File: src/rtl/vram_arbiter.sv
// vram_arbiter: shares one single-port synchronous VRAM between a video scanout reader
// and a CPU pixel writer (plain write or XOR read-modify-write).
//
// Ports:
//   clk, rst_n                  sole clock; synchronous active-low reset
//   cpu_req/cpu_hpos/cpu_vpos   CPU request, target pixel, pixel data, XOR select;
//   cpu_pixel/cpu_xor           the request is held by the CPU until cpu_ack
//   cpu_ack                     one-cycle pulse, CPU operation complete
//   cpu_collision(_clr)         sticky XOR-erase flag and its clear
//   vid_req/vid_hpos/vid_vpos   scanout read request
//   vid_pixel/vid_valid         read data (held) and its one-cycle valid pulse
//   mem_addr/mem_din/mem_we     VRAM port; mem_dout returns read data one cycle after address
//
// Optional feature: define VRAM_COLLISION_EN for the XOR read-modify-write path and the
// collision flag. Without it cpu_xor is ignored and every CPU op is a plain write.
module vram_arbiter #(
  parameter int unsigned HBITS        = 7,
  parameter int unsigned VBITS        = 6,
  parameter int unsigned STARVE_LIMIT = 4
) (
  input  logic                   clk,
  input  logic                   rst_n,
  input  logic                   cpu_req,
  input  logic [HBITS-1:0]       cpu_hpos,
  input  logic [VBITS-1:0]       cpu_vpos,
  input  logic [1:0]             cpu_pixel,
  input  logic                   cpu_xor,
  output logic                   cpu_ack,
  output logic                   cpu_collision,
  input  logic                   cpu_collision_clr,
  input  logic                   vid_req,
  input  logic [HBITS-1:0]       vid_hpos,
  input  logic [VBITS-1:0]       vid_vpos,
  output logic [1:0]             vid_pixel,
  output logic                   vid_valid,
  output logic [HBITS+VBITS-1:0] mem_addr,
  output logic [1:0]             mem_din,
  input  logic [1:0]             mem_dout,
  output logic                   mem_we
);

  localparam int unsigned AW        = HBITS + VBITS;
  localparam logic [3:0]  StarveMax = 4'(STARVE_LIMIT);

  typedef enum logic [2:0] {
    StIdle, StVidAddr, StVidData, StCpuAddr, StCpuData, StCpuWrite
  } state_e;

  state_e        state_q, state_d;
  logic [3:0]    starve_q, starve_d;
  logic [AW-1:0] addr_q, addr_d;
  logic [1:0]    din_q, din_d;
  logic [1:0]    pix_q, pix_d;
  logic          ack_q, ack_d;
  logic          valid_q, valid_d;
`ifdef VRAM_COLLISION_EN
  logic          xor_q, xor_d;
  logic          hit_q, hit_d;
  logic          coll_q, coll_d;
`else
  logic          unused_inputs;
  assign unused_inputs = cpu_xor ^ cpu_collision_clr;
`endif

  always_comb begin
    state_d  = state_q;
    starve_d = starve_q;
    addr_d   = addr_q;
    din_d    = din_q;
    pix_d    = pix_q;
    ack_d    = 1'b0;
    valid_d  = 1'b0;
`ifdef VRAM_COLLISION_EN
    xor_d    = xor_q;
    hit_d    = hit_q;
    coll_d   = coll_q;
    if (cpu_collision_clr) coll_d = 1'b0;
`endif
    if (!cpu_req) starve_d = 4'd0;

    unique case (state_q)
      StIdle: begin
        // A completion cycle (ack or valid high) grants nobody: the finished requester is
        // still holding its request, and letting the other side win here would bypass the
        // starve counter and break the V..V,C rotation.
        if (!ack_q && !valid_q) begin
          if (cpu_req && (!vid_req || starve_q == StarveMax)) begin
            starve_d = 4'd0;
            addr_d   = {cpu_vpos, cpu_hpos};
            din_d    = cpu_pixel;
`ifdef VRAM_COLLISION_EN
            xor_d    = cpu_xor;
            state_d  = cpu_xor ? StCpuAddr : StCpuWrite;
`else
            state_d  = StCpuWrite;
`endif
          end else if (vid_req) begin
            addr_d  = {vid_vpos, vid_hpos};
            state_d = StVidAddr;
            if (cpu_req && starve_q != StarveMax) starve_d = starve_q + 4'd1;
          end
        end
      end
      StVidAddr: state_d = StVidData;
      StVidData: begin
        pix_d   = mem_dout;
        valid_d = 1'b1;
        state_d = StIdle;
      end
      StCpuAddr: state_d = StCpuData;
      StCpuData: begin
`ifdef VRAM_COLLISION_EN
        // din_q still holds the CPU pixel here; replace it with the merged value.
        hit_d   = |(mem_dout & din_q);
        din_d   = mem_dout ^ din_q;
        state_d = StCpuWrite;
`else
        state_d = StIdle;
`endif
      end
      StCpuWrite: begin
        ack_d   = 1'b1;
        state_d = StIdle;
`ifdef VRAM_COLLISION_EN
        if (xor_q && hit_q) coll_d = 1'b1;
`endif
      end
      default: state_d = StIdle;
    endcase
  end

  always_ff @(posedge clk) begin
    if (!rst_n) begin
      state_q  <= StIdle;
      starve_q <= 4'd0;
      addr_q   <= '0;
      din_q    <= 2'd0;
      pix_q    <= 2'd0;
      ack_q    <= 1'b0;
      valid_q  <= 1'b0;
`ifdef VRAM_COLLISION_EN
      xor_q    <= 1'b0;
      hit_q    <= 1'b0;
      coll_q   <= 1'b0;
`endif
    end else begin
      state_q  <= state_d;
      starve_q <= starve_d;
      addr_q   <= addr_d;
      din_q    <= din_d;
      pix_q    <= pix_d;
      ack_q    <= ack_d;
      valid_q  <= valid_d;
`ifdef VRAM_COLLISION_EN
      xor_q    <= xor_d;
      hit_q    <= hit_d;
      coll_q   <= coll_d;
`endif
    end
  end

  // rst_n gates the strobe so a write coinciding with reset never reaches the RAM.
  assign mem_we    = (state_q == StCpuWrite) && rst_n;
  assign mem_addr  = addr_q;
  assign mem_din   = din_q;
  assign cpu_ack   = ack_q;
  assign vid_valid = valid_q;
  assign vid_pixel = pix_q;
`ifdef VRAM_COLLISION_EN
  assign cpu_collision = coll_q;
`else
  assign cpu_collision = 1'b0;
`endif

endmodule

File: config.mk
export PLATFORM = sky130hd
export DESIGN_NAME = vram_arbiter
export DESIGN_NICKNAME = d
export VERILOG_FILES = /design/src/rtl/vram_arbiter.sv
export SDC_FILE = /design/constraint.sdc
export NUM_CORES = 1
export LEC_CHECK = 0
export CAP_MARGIN = 10
export CORE_AREA = 2 2 56 58
export CTS_CLUSTER_SIZE = 20
export DETAILED_ROUTE_END_ITERATION = 8
export DIE_AREA = 0 0 58 60
export PLACE_DENSITY_LB_ADDON = 0.15
export REMOVE_ABC_BUFFERS = 1
export SLEW_MARGIN = 0
export SYNTH_ARGS = -nofsm -noshare
export SYNTH_HDL_FRONTEND = slang
export SYNTH_SLANG_ARGS = --single-unit
File: constraint.sdc
create_clock -name clk -period 4.3 [get_ports clk]
set_input_delay 1.075 -clock clk [delete_from_list [all_inputs] [get_ports clk]]
set_output_delay 1.075 -clock clk [all_outputs]
set_load 0.1 [all_outputs]
==> run_results.csv, run 1 <==
group,metric,value,unit
global_routing,grt_overflow_total,0,
synthesis,synth_area,0.00117,mm2
cells_and_area,fin_util,0.597,
cts,post_cts_hold_buffer_count,0,
critical_path,worst-path-max-fanout,2,
hold_path,worst_hold_path_type,"reg2reg",
critical_path,regToRegEndpoint,"mem_addr[11]$_SDFFE_PN0P_",
power,p_leak,0.668,nW
cells_and_area,diodes,0,
timing,report.final.slew_viol_count,0,
cells_and_area,nNetsFinal,233,
timing,clock.fmax,0.327,GHz
critical_path,crit_required,3.22,ns
critical_path,reg2reg_depth,4,
timing,setup_violations,0,
power,clock_power_share,0.144,
critical_path,critical_path_arrival,1.98,ns
detailed_routing,drt-vias-per-instance,5.00,
place,buffer_ports.inserted,53,
timing,timing_worst_slew_pin_value,1.09,ns
place,detailed_place.area,0.00171,mm2
detailed_routing,route.vias.total,1131,
synthesis,postSynth.topFlopCell,"sky130_fd_sc_hd__dfxtp_1",
cts,post_cts_setup_repair_bufs,0,
floorplan,design.core.area,0.00290,mm2
critical_path,cp_slowest_stage_delay,0.50,ns
timing,grt_setup_unrepaired,"no",
cells_and_area,layout-drive-gt1-share,0.0570,
synthesis,synthesis.yosys.warnings,0,
cts,cts_root_buf,"sky130_fd_sc_hd__clkbuf_4",
global_routing,antenna_violations_before_repair,0,
synthesis,combinational_family_with_the_most_area_after_synthesis,"simple AND/OR/NAND/NOR gates",
detailed_routing,drt-total-wl,2760,um
synthesis,synth_sequential_area_ratio,0.445,
critical_path,worstSetupStartpointType,"input port",
place,place_hpwl,2100,um
synthesis,synth.area.mux_share,0.0171,
place,finalWeightedCongestion,0.851,
global_routing,grt_usage,0.166,
floorplan,die_w,58,um
cts,cts_tree,"done",
flow_run,drv_cap,0,
global_routing,grt_pass1_vias,1093,
detailed_routing,firstDrtPassIters,4,
cts,clockBufferDepth,2,
cells_and_area,post_layout_instance_area,0.00173,mm2
synthesis,synth_xor_area_frac,0.00749,
floorplan,start_util,0.403,
critical_path,critical_path.cell_chain,"clkdlybuf4s50_1 > and3_1 > buf_12",
synthesis,synth_simple_gate_area_share,0.281,
floorplan,top_level_ports,57,
hold_path,min_path_cells,2,
timing,slew-limit-headroom,0.269,
power,power.density_cell_area,397,mW/mm2
timing,report.final.hold_viol_count,0,
power,netSwitchingFraction,0.437,
synthesis,synth_compound_gate_area_share,0.178,
hold_path,timing.hold.worst.start,"mem_din[0]$_SDFFE_PN0P_",
synthesis,postSynthCellCount,145,
power,p_sw,301,uW
hold_path,hold_end,"mem_din[0]$_SDFFE_PN0P_",
timing,tns,0,ns
synthesis,number_of_synthesized_flops_with_an_enable_pin,0,
critical_path,worst_path_max_delay_cell,"sky130_fd_sc_hd__clkdlybuf4s50_1",
detailed_routing,antenna_viol_nets_final,0,
global_routing,grtUsageMet2,0.302,
cells_and_area,layout-area-overhead-vs-synth,48.2,%
cts,worst_setup_hold_path_clk_slew,0.13,ns
floorplan,die-height,60,um
synthesis,yosys_register_bits,26,
timing,period_share,0.710,
synthesis,post_synth_num_cell_types,31,
synthesis,post_synth_fa_ha_maj_area_fraction,0.0214,
floorplan,fp-row-count,20,
global_routing,globalRoute.busiestLayer,"met2",
status,status,"complete, no violations",
detailed_routing,drc,0,
detailed_routing,drt_iter0_markers,59,
cts,cts-buffers-inserted,3,
global_routing,grt_util_met1,0.179,
cts,clk_latency,0.31,ns
critical_path,r2r_start,"state_q[1]$_SDFFE_PN0P_",
floorplan,die-area,0.00348,mm2
critical_path,worst_setup_path_end_kind,"primary output",
cts,cts.repair.resized,0,
critical_path,timing.setup.critical_path_class,"in2out",
critical_path,setup.reg_to_reg.worst_slack,2.19,ns
cts,clock_sink_count,26,
power,ir_worst_vdd,0.196,mV
timing,finalCriticalPeriod,3.05,ns
global_routing,grt_first_pass_wirelength,4480,um
detailed_routing,wire_per_inst,12.2,um
power,internal-power,388,uW
power,power.share.sequential,0.410,
global_routing,globalRouteMet3Util,0.0519,
global_routing,grt_start_max_net_pins,28,
timing,clock_skew,0.00661,ns
synthesis,syn_avg_cell_area,8.07,um2
power,comb_power_share,0.446,
synthesis,async_flop_share,0,
cts,h-tree-depth,1,
## cell type report
cell class | count | area [um2]
Clock buffer | 3 | 22.5
Inverter | 2 | 7.51
Tap cell | 33 | 41.3
Multi-Input combinational cell | 108 | 594
Fill cell | 274 | 1170
Sequential cell | 26 | 520
Timing Repair Buffer | 54 | 548
## sequential cells by signal (all words and copies together), names as in the netlist
signal / flops
vid_pixel: 2
cpu_ack: 1
vid_valid: 1
starve_q: 4
mem_addr: 13
state_q: 3
mem_din: 2
## critical path, delay by kind of cell
family                 cells  cell delay (ns)
buffers and inverters      2             0.69
AND/OR/NAND/NOR            1             0.22
## placed cells by master (no fill, tap or decap), types with 3 or more instances in the layout
| master | n |
|---|---|
| sky130_fd_sc_hd__clkbuf_4 | 3 |
| sky130_fd_sc_hd__a31oi_1 | 14 |
| sky130_fd_sc_hd__a21boi_0 | 3 |
| sky130_fd_sc_hd__a21oi_1 | 4 |
| sky130_fd_sc_hd__dfxtp_1 | 26 |
| sky130_fd_sc_hd__nand3_1 | 7 |
| sky130_fd_sc_hd__o21ai_0 | 14 |
| sky130_fd_sc_hd__nand2_1 | 38 |
| sky130_fd_sc_hd__nor2_1 | 5 |
| sky130_fd_sc_hd__clkdlybuf4s50_1 | 52 |
## cell families (layout without fill, tap and decap cells)
logic type	after synthesis	count (layout)
compound gates	36	36
mux	2	2
flops	26	26
buf+inv	11	59
simple gates	66	66
xor+xnor	1	1
fa+ha+maj	2	2
other cells	1	1
## worst max-delay path by stage
stage                 start                        end  cells after the start
floorplan             rst_n                     mem_we                      1
global placement      rst_n                     mem_we                      3
detailed placement  vid_req  mem_addr[11]$_SDFFE_PN0P_                      5
CTS                   rst_n                     mem_we                      3
global route          rst_n                     mem_we                      3
finish                rst_n                     mem_we                      3
## cell usage after synthesis, types with 3 or more instances
library cell / number / area share
sky130_fd_sc_hd__nand2_1: 38 / 0.12
sky130_fd_sc_hd__a31oi_1: 14 / 0.075
sky130_fd_sc_hd__o21ai_0: 14 / 0.060
sky130_fd_sc_hd__nor2_1: 5 / 0.016
sky130_fd_sc_hd__a21oi_1: 4 / 0.017
sky130_fd_sc_hd__a21boi_0: 3 / 0.019
sky130_fd_sc_hd__nand3_1: 7 / 0.030
sky130_fd_sc_hd__clkbuf_1: 5 / 0.016
sky130_fd_sc_hd__dfxtp_1: 26 / 0.44
## routing by layer
layer / part of all wire / vias to the layer above
li1: - / 596
met1: 0.41 / 503
met2: 0.51 / 30
met3: 0.067 / 2
met4: 0.0072 / 0
met5: 0 / -
## metrics by stage
step	hold WS (ns)	setup slack [ns]	cells	total power, mW
6_report	0.478	1.25	226	0.688
2_1_floorplan	0.461	1.38	136	0.503
3_3_place_gp	0.447	1.23	223	0.592
5_1_grt	0.505	1.23	226	0.723
3_5_place_dp	0.467	1.20	223	0.596
4_1_cts	0.485	1.23	226	0.695
## power groups by stage
| stage | combinational, mW | sequential (mW) | clock [mW] |
|---|---|---|---|
| after floorplan | 0.0648 | 0.438 | 0 |
| after global placement | 0.306 | 0.286 | 0 |
| after detailed placement | 0.309 | 0.287 | 0 |
| after CTS | 0.309 | 0.282 | 0.103 |
| after global routing | 0.324 | 0.286 | 0.113 |
| final | 0.307 | 0.282 | 0.0993 |
(Power assumes the default switching activity.)
==> inputs of run 2 (changes only) <==
Settings changed: CORE_AREA 2 2 56 58 to 2 2 61 63, DIE_AREA 0 0 58 60 to 0 0 63 65.
Clock period 4.3 ns to 2.5 ns, I/O delays scaled along.
==> run_results.csv, run 2 (synthesized netlist as in run 1, its figures left out) <==
group,metric,value,unit
timing,tns,0,ns
power,p_leak,0.715,nW
detailed_routing,route.vias.total,1163,
critical_path,worst_path_max_delay_cell,"sky130_fd_sc_hd__clkdlybuf4s50_1",
cells_and_area,most_common_library_cell_in_the_layout_ignoring_fill_and_taps,"sky130_fd_sc_hd__nand2_1",
cts,worst_setup_hold_path_clk_slew,0.13,ns
cells_and_area,final_cell_count_no_fill,244,
power,power.density_cell_area,686,mW/mm2
cts,post_cts_setup_repair_bufs,0,
timing,setup_violations,0,
floorplan,fp-row-count,22,
place,buffer_ports.inserted,53,
detailed_routing,wire_per_inst,11.6,um
timing,timing_worst_slew_pin_value,0.580,ns
timing,whs,0.475,ns
cts,cts_root_buf,"sky130_fd_sc_hd__clkbuf_4",
place,place_hpwl,2180,um
cts,post_cts_hold_buffer_count,0,
critical_path,cp_slowest_stage_delay,0.48,ns
global_routing,grt_pass1_vias,1151,
cts,clock_sink_count,26,
timing,clock_skew,0.00435,ns
critical_path,timing.setup.critical_path_class,"in2out",
critical_path,worst-path-max-fanout,2,
cells_and_area,largest_register_ff_count,13,
cells_and_area,nNetsFinal,236,
cts,cts-buffers-inserted,3,
cts,cts_tree,"done",
critical_path,crit_required,1.88,ns
cts,cts.repair.resized,0,
critical_path,critical_path_arrival,1.49,ns
global_routing,grt_usage,0.148,
floorplan,top_level_ports,57,
global_routing,grt_start_max_net_pins,28,
floorplan,die-height,65,um
cts,clk_latency,0.31,ns
place,detailedPlace.worstSlack,0.254,ns
place,finalWeightedCongestion,0.799,
critical_path,worst_setup_path_end_kind,"primary output",
detailed_routing,drt-vias-per-instance,4.77,
timing,slew-limit-headroom,0.610,
detailed_routing,antenna_viol_nets_final,0,
critical_path,path_delay_family,"buffers and inverters",
critical_path,critical_path.cell_chain,"clkdlybuf4s50_1 > and3_1 > buf_12",
detailed_routing,firstDrtPassIters,4,
detailed_routing,drc,0,
cells_and_area,diodes,0,
hold_path,worst_hold_path_type,"reg2reg",
power,power,1.19,mW
cells_and_area,layout-drive-gt1-share,0.168,
timing,report.final.slew_viol_count,0,
place,detailed_place.area,0.00171,mm2
critical_path,worstPathBufferInverterCount,2,
global_routing,grt_overflow_total,0,
cts,clockBufferDepth,2,
global_routing,grt_first_pass_wirelength,4910,um
floorplan,die-area,0.00410,mm2
flow_run,drv_cap,0,
floorplan,start_util,0.335,
timing,report.final.hold_viol_count,0,
critical_path,worstSetupStartpointType,"input port",
cts,h-tree-depth,1,
timing,grt_setup_unrepaired,"no",
detailed_routing,drt-total-wl,2830,um
cells_and_area,fin_util,0.494,
cells_and_area,mostFrequentLayoutCells,"38 x sky130_fd_sc_hd__nand2_1, 33 x sky130_fd_sc_hd__clkdlybuf4s50_1, 26 x sky130_fd_sc_hd__dfxtp_1",
floorplan,design.core.area,0.00350,mm2
status,status,"complete, no violations",
global_routing,antenna_violations_before_repair,0,
timing,layout_setup_ws,0.383,ns
place,cell_count_after_placement,241,
timing,clock.fmax,0.472,GHz
timing,finalCriticalPeriod,2.12,ns
detailed_routing,drt_iter0_markers,37,
cells_and_area,layout-area-overhead-vs-synth,47.7,%
power,ir_worst_vdd,0.253,mV
floorplan,die_w,63,um
timing,period_share,0.847,
cells_and_area,post_layout_instance_area,0.00173,mm2
[run 2: cell count changes in the layout (fill, tap and decap cells not counted)]
cell,change
sky130_fd_sc_hd__clkdlybuf4s50_1,-19
sky130_fd_sc_hd__buf_4,+22
[run 2: per-layer routing]
metal / wire, um / vias to the layer above / share of wire / GRT usage
li1: - / 604 / - / -
met1: 1180 / 520 / 0.42 / 0.167
met2: 1430 / 35 / 0.51 / 0.270
met3: 167 / 4 / 0.059 / 0.0347
met4: 42 / 0 / 0.015 / 0.0583
met5: 0 / - / 0 / 0
[run 2: worst min-delay path, stage by stage (launching register included)]
cell and delay (ns):
sky130_fd_sc_hd__dfxtp_1 0.33, sky130_fd_sc_hd__nand2_1 0.05, sky130_fd_sc_hd__mux2i_1 0.06
[run 2: final cells by class]
type                    instances  area [um2]
clock buffers                   3        22.5
fillers                       367        1770
inverters                       2        7.51
multi-input cells             108         594
flip-flops and latches         26         520
well taps                      48        60.1
repair buffers                 57         523
[run 2: path summary, 6_finish.rpt]
check	start	endpoint	slack, ns	cells after the start
worst max register to register	starve_q[0]$_SDFF_PN0_	mem_din[0]$_SDFFE_PN0P_	0.76	6
worst max-delay path	rst_n	mem_we	0.38	3
worst min-delay path	mem_din[1]$_SDFFE_PN0P_	mem_din[1]$_SDFFE_PN0P_	0.48	2
worst min register to register	mem_din[1]$_SDFFE_PN0P_	mem_din[1]$_SDFFE_PN0P_	0.48	2
[run 2: power breakdown]
part           switching [mW]  total [mW]  internal [mW]
Sequential             0.0289       0.487          0.458
Combinational           0.377       0.527          0.149
Clock                   0.116       0.172         0.0564
Total                   0.522        1.19          0.663
==> RTL change: new RTL, settings of run 2 <==
`VBITS`: 6 -> 8.
--- a/src/rtl/vram_arbiter.sv
+++ b/src/rtl/vram_arbiter.sv
@@ -15,7 +15,7 @@
 // collision flag. Without it cpu_xor is ignored and every CPU op is a plain write.
 module vram_arbiter #(
   parameter int unsigned HBITS        = 7,
-  parameter int unsigned VBITS        = 6,
+  parameter int unsigned VBITS        = 8,
   parameter int unsigned STARVE_LIMIT = 4
 ) (
   input  logic                   clk,
Interface: changed (resized cpu_vpos, mem_addr and vid_vpos); port bits go from 57 to 63. No check against the original RTL was run, so the function may have changed too.
==> RTL change against run 2 <==
Sequential share of layout area decreased by 3.5 points. Total power is 16% higher. Final area up 22%. Global-route usage increased by 6.5 points. Critical path depth up 1. Worst hold slack got worse by 0.0046 ns. Cell count rose by 9.0%. Die area did not move. Area after synthesis grew 27%. Worst setup slack got worse by 0.33 ns. Wire length grew 48%. Sequential cell count up 2. Largest cell class unchanged.
==> RTL change: results (changes against run 2) <==
Status
  • Outcome: complete, no violations

Critical path
  • Crit-path max cell delay: 0.50 ns (+0.02 ns)
  • Worst-path fanout max: 3 (+1)
  • Worst Path Arrival: 1.82 ns (+0.33 ns)

Place
  • Port bufs: 59 (+11%)
  • Pre-CTS WS: 0.0493 ns (-0.205 ns)
  • Routability Congestion: 0.743 (-7.0%)
  • Dpl cells: 263 (+9.1%)

Layout
  • Share of post-route cells with drive strength above 1: 21.6% (+4.7 points)
  • Max reg flops: 15 (+2)

Drt
  • Wirelength per Cell: 15.7 µm (+36%)
  • Via Count: 1,550 (+33%)

Synthesis
  • Sequential cell area fraction in the yosys report: 37.6% (-6.9 points)
  • Commonest cells in the netlist: 28 x dfxtp_1, 15 x nand3_1, 15 x o21ai_0, 14 x a31oi_1, 11 x nand2_1
  • Post-Synth Adder-Cell Area: 1.68% (-0.46 points)
  • Synth Area in Compound Gates: 31.0% (+13 points)
  • Synth top area cells: dfxtp_1 38%, a311oi_2 9.1%, a31oi_1 5.9%
  • Syn Area/Cell: 9.15 µm² (+13%)

Global route
  • Largest net degree at the start of global routing: 18 (-36%)
  • First-pass GRT wire length: 6930 µm (+41%)
  • Vias in the first global route: 1,528 (+33%)

STA
  • Setup ws final: 0.0559 ns (-0.327 ns)
  • Clock skew: 0.00757 ns (+0.00323 ns)
  • Least-Margin Pin Slew: 0.752 ns (+0.171 ns)

Power and ir drop
  • P_leak: 0.794 nW (+11%)
[RTL change: cell types whose count changed in the layout (fill, tap and decap cells not counted), moves of 3 or more]
| cell | run 2 | this run |
|---|---|---|
| a311oi_2 | 0 | 9 |
| clkdlybuf4s50_1 | 33 | 37 |
| a21boi_0 | 3 | 0 |
| nand3_1 | 7 | 15 |
| and2_1 | 1 | 4 |
| buf_4 | 23 | 29 |
| a21oi_1 | 4 | 0 |
| a311oi_1 | 0 | 6 |
| nand2_1 | 38 | 11 |
[RTL change: cell type report]
type / instances / share of cell area, %
multi-input cells: 114 / 38.7
flip-flops and latches: 28 / 26.6
clock buffers: 3 / 1.07
well taps: 48 / 2.85
repair buffers: 68 / 29.8
inverters: 5 / 0.891
[RTL change: worst min path at each step]
stage	cells after the start	endpoint	slack, ns	startpoint
after floorplan	2	starve_q[3]	0.47	starve_q[3]
after global placement	2	mem_din[0]	0.45	mem_din[0]
after detailed placement	2	mem_din[1]	0.45	mem_din[1]
after CTS	2	mem_din[1]	0.47	mem_din[1]
after global routing	2	mem_din[1]	0.49	mem_din[1]
final	2	mem_din[1]	0.47	mem_din[1]
[RTL change: report_power, final]
part           switching, W  internal, W
Clock              0.000126    0.0000565
Sequential        0.0000336     0.000494
Combinational      0.000469     0.000195
[RTL change: per-layer routing]
| layer | global-route usage (%) | vias to the layer above | share of wire, % |
|---|---|---|---|
| met4 | 7.22 | 0 | 0.79 |
| li1 | - | 734 | - |
| met1 | 25.7 | 745 | 40 |
| met5 | 0 | - | 0 |
| met3 | 3.47 | 4 | 6.7 |
| met2 | 38.6 | 67 | 52 |
[RTL change: stage by stage]
| stage | setup TNS, ns | total power, W | hold slack [ns] |
|---|---|---|---|
| floorplan | -1.03 | 0.00101 | 0.466 |
| global placement | 0 | 0.00119 | 0.447 |
| detailed placement | 0 | 0.00120 | 0.454 |
| CTS | 0 | 0.00138 | 0.474 |
| global route | 0 | 0.00144 | 0.492 |
| finish | 0 | 0.00138 | 0.471 |
[RTL change: tightest hold or removal path, delay by kind of cell, from the launching register on]
| kind | cells | cell delay, ns |
|---|---|---|
| muxes | 1 | 0.05 |
| and+or+nand+nor | 1 | 0.05 |
| DFF | 1 | 0.33 |
[RTL change: logic make-up (layout without fill, tap and decap cells)]
| family | count (synthesis) | in the layout |
|---|---|---|
| flops | 28 | 28 |
| buf+inv | 21 | 76 |
| fa+ha+maj | 2 | 2 |
| compound gates | 56 | 56 |
| simple gates | 51 | 51 |
| mux | 4 | 4 |
| other cells | 1 | 1 |
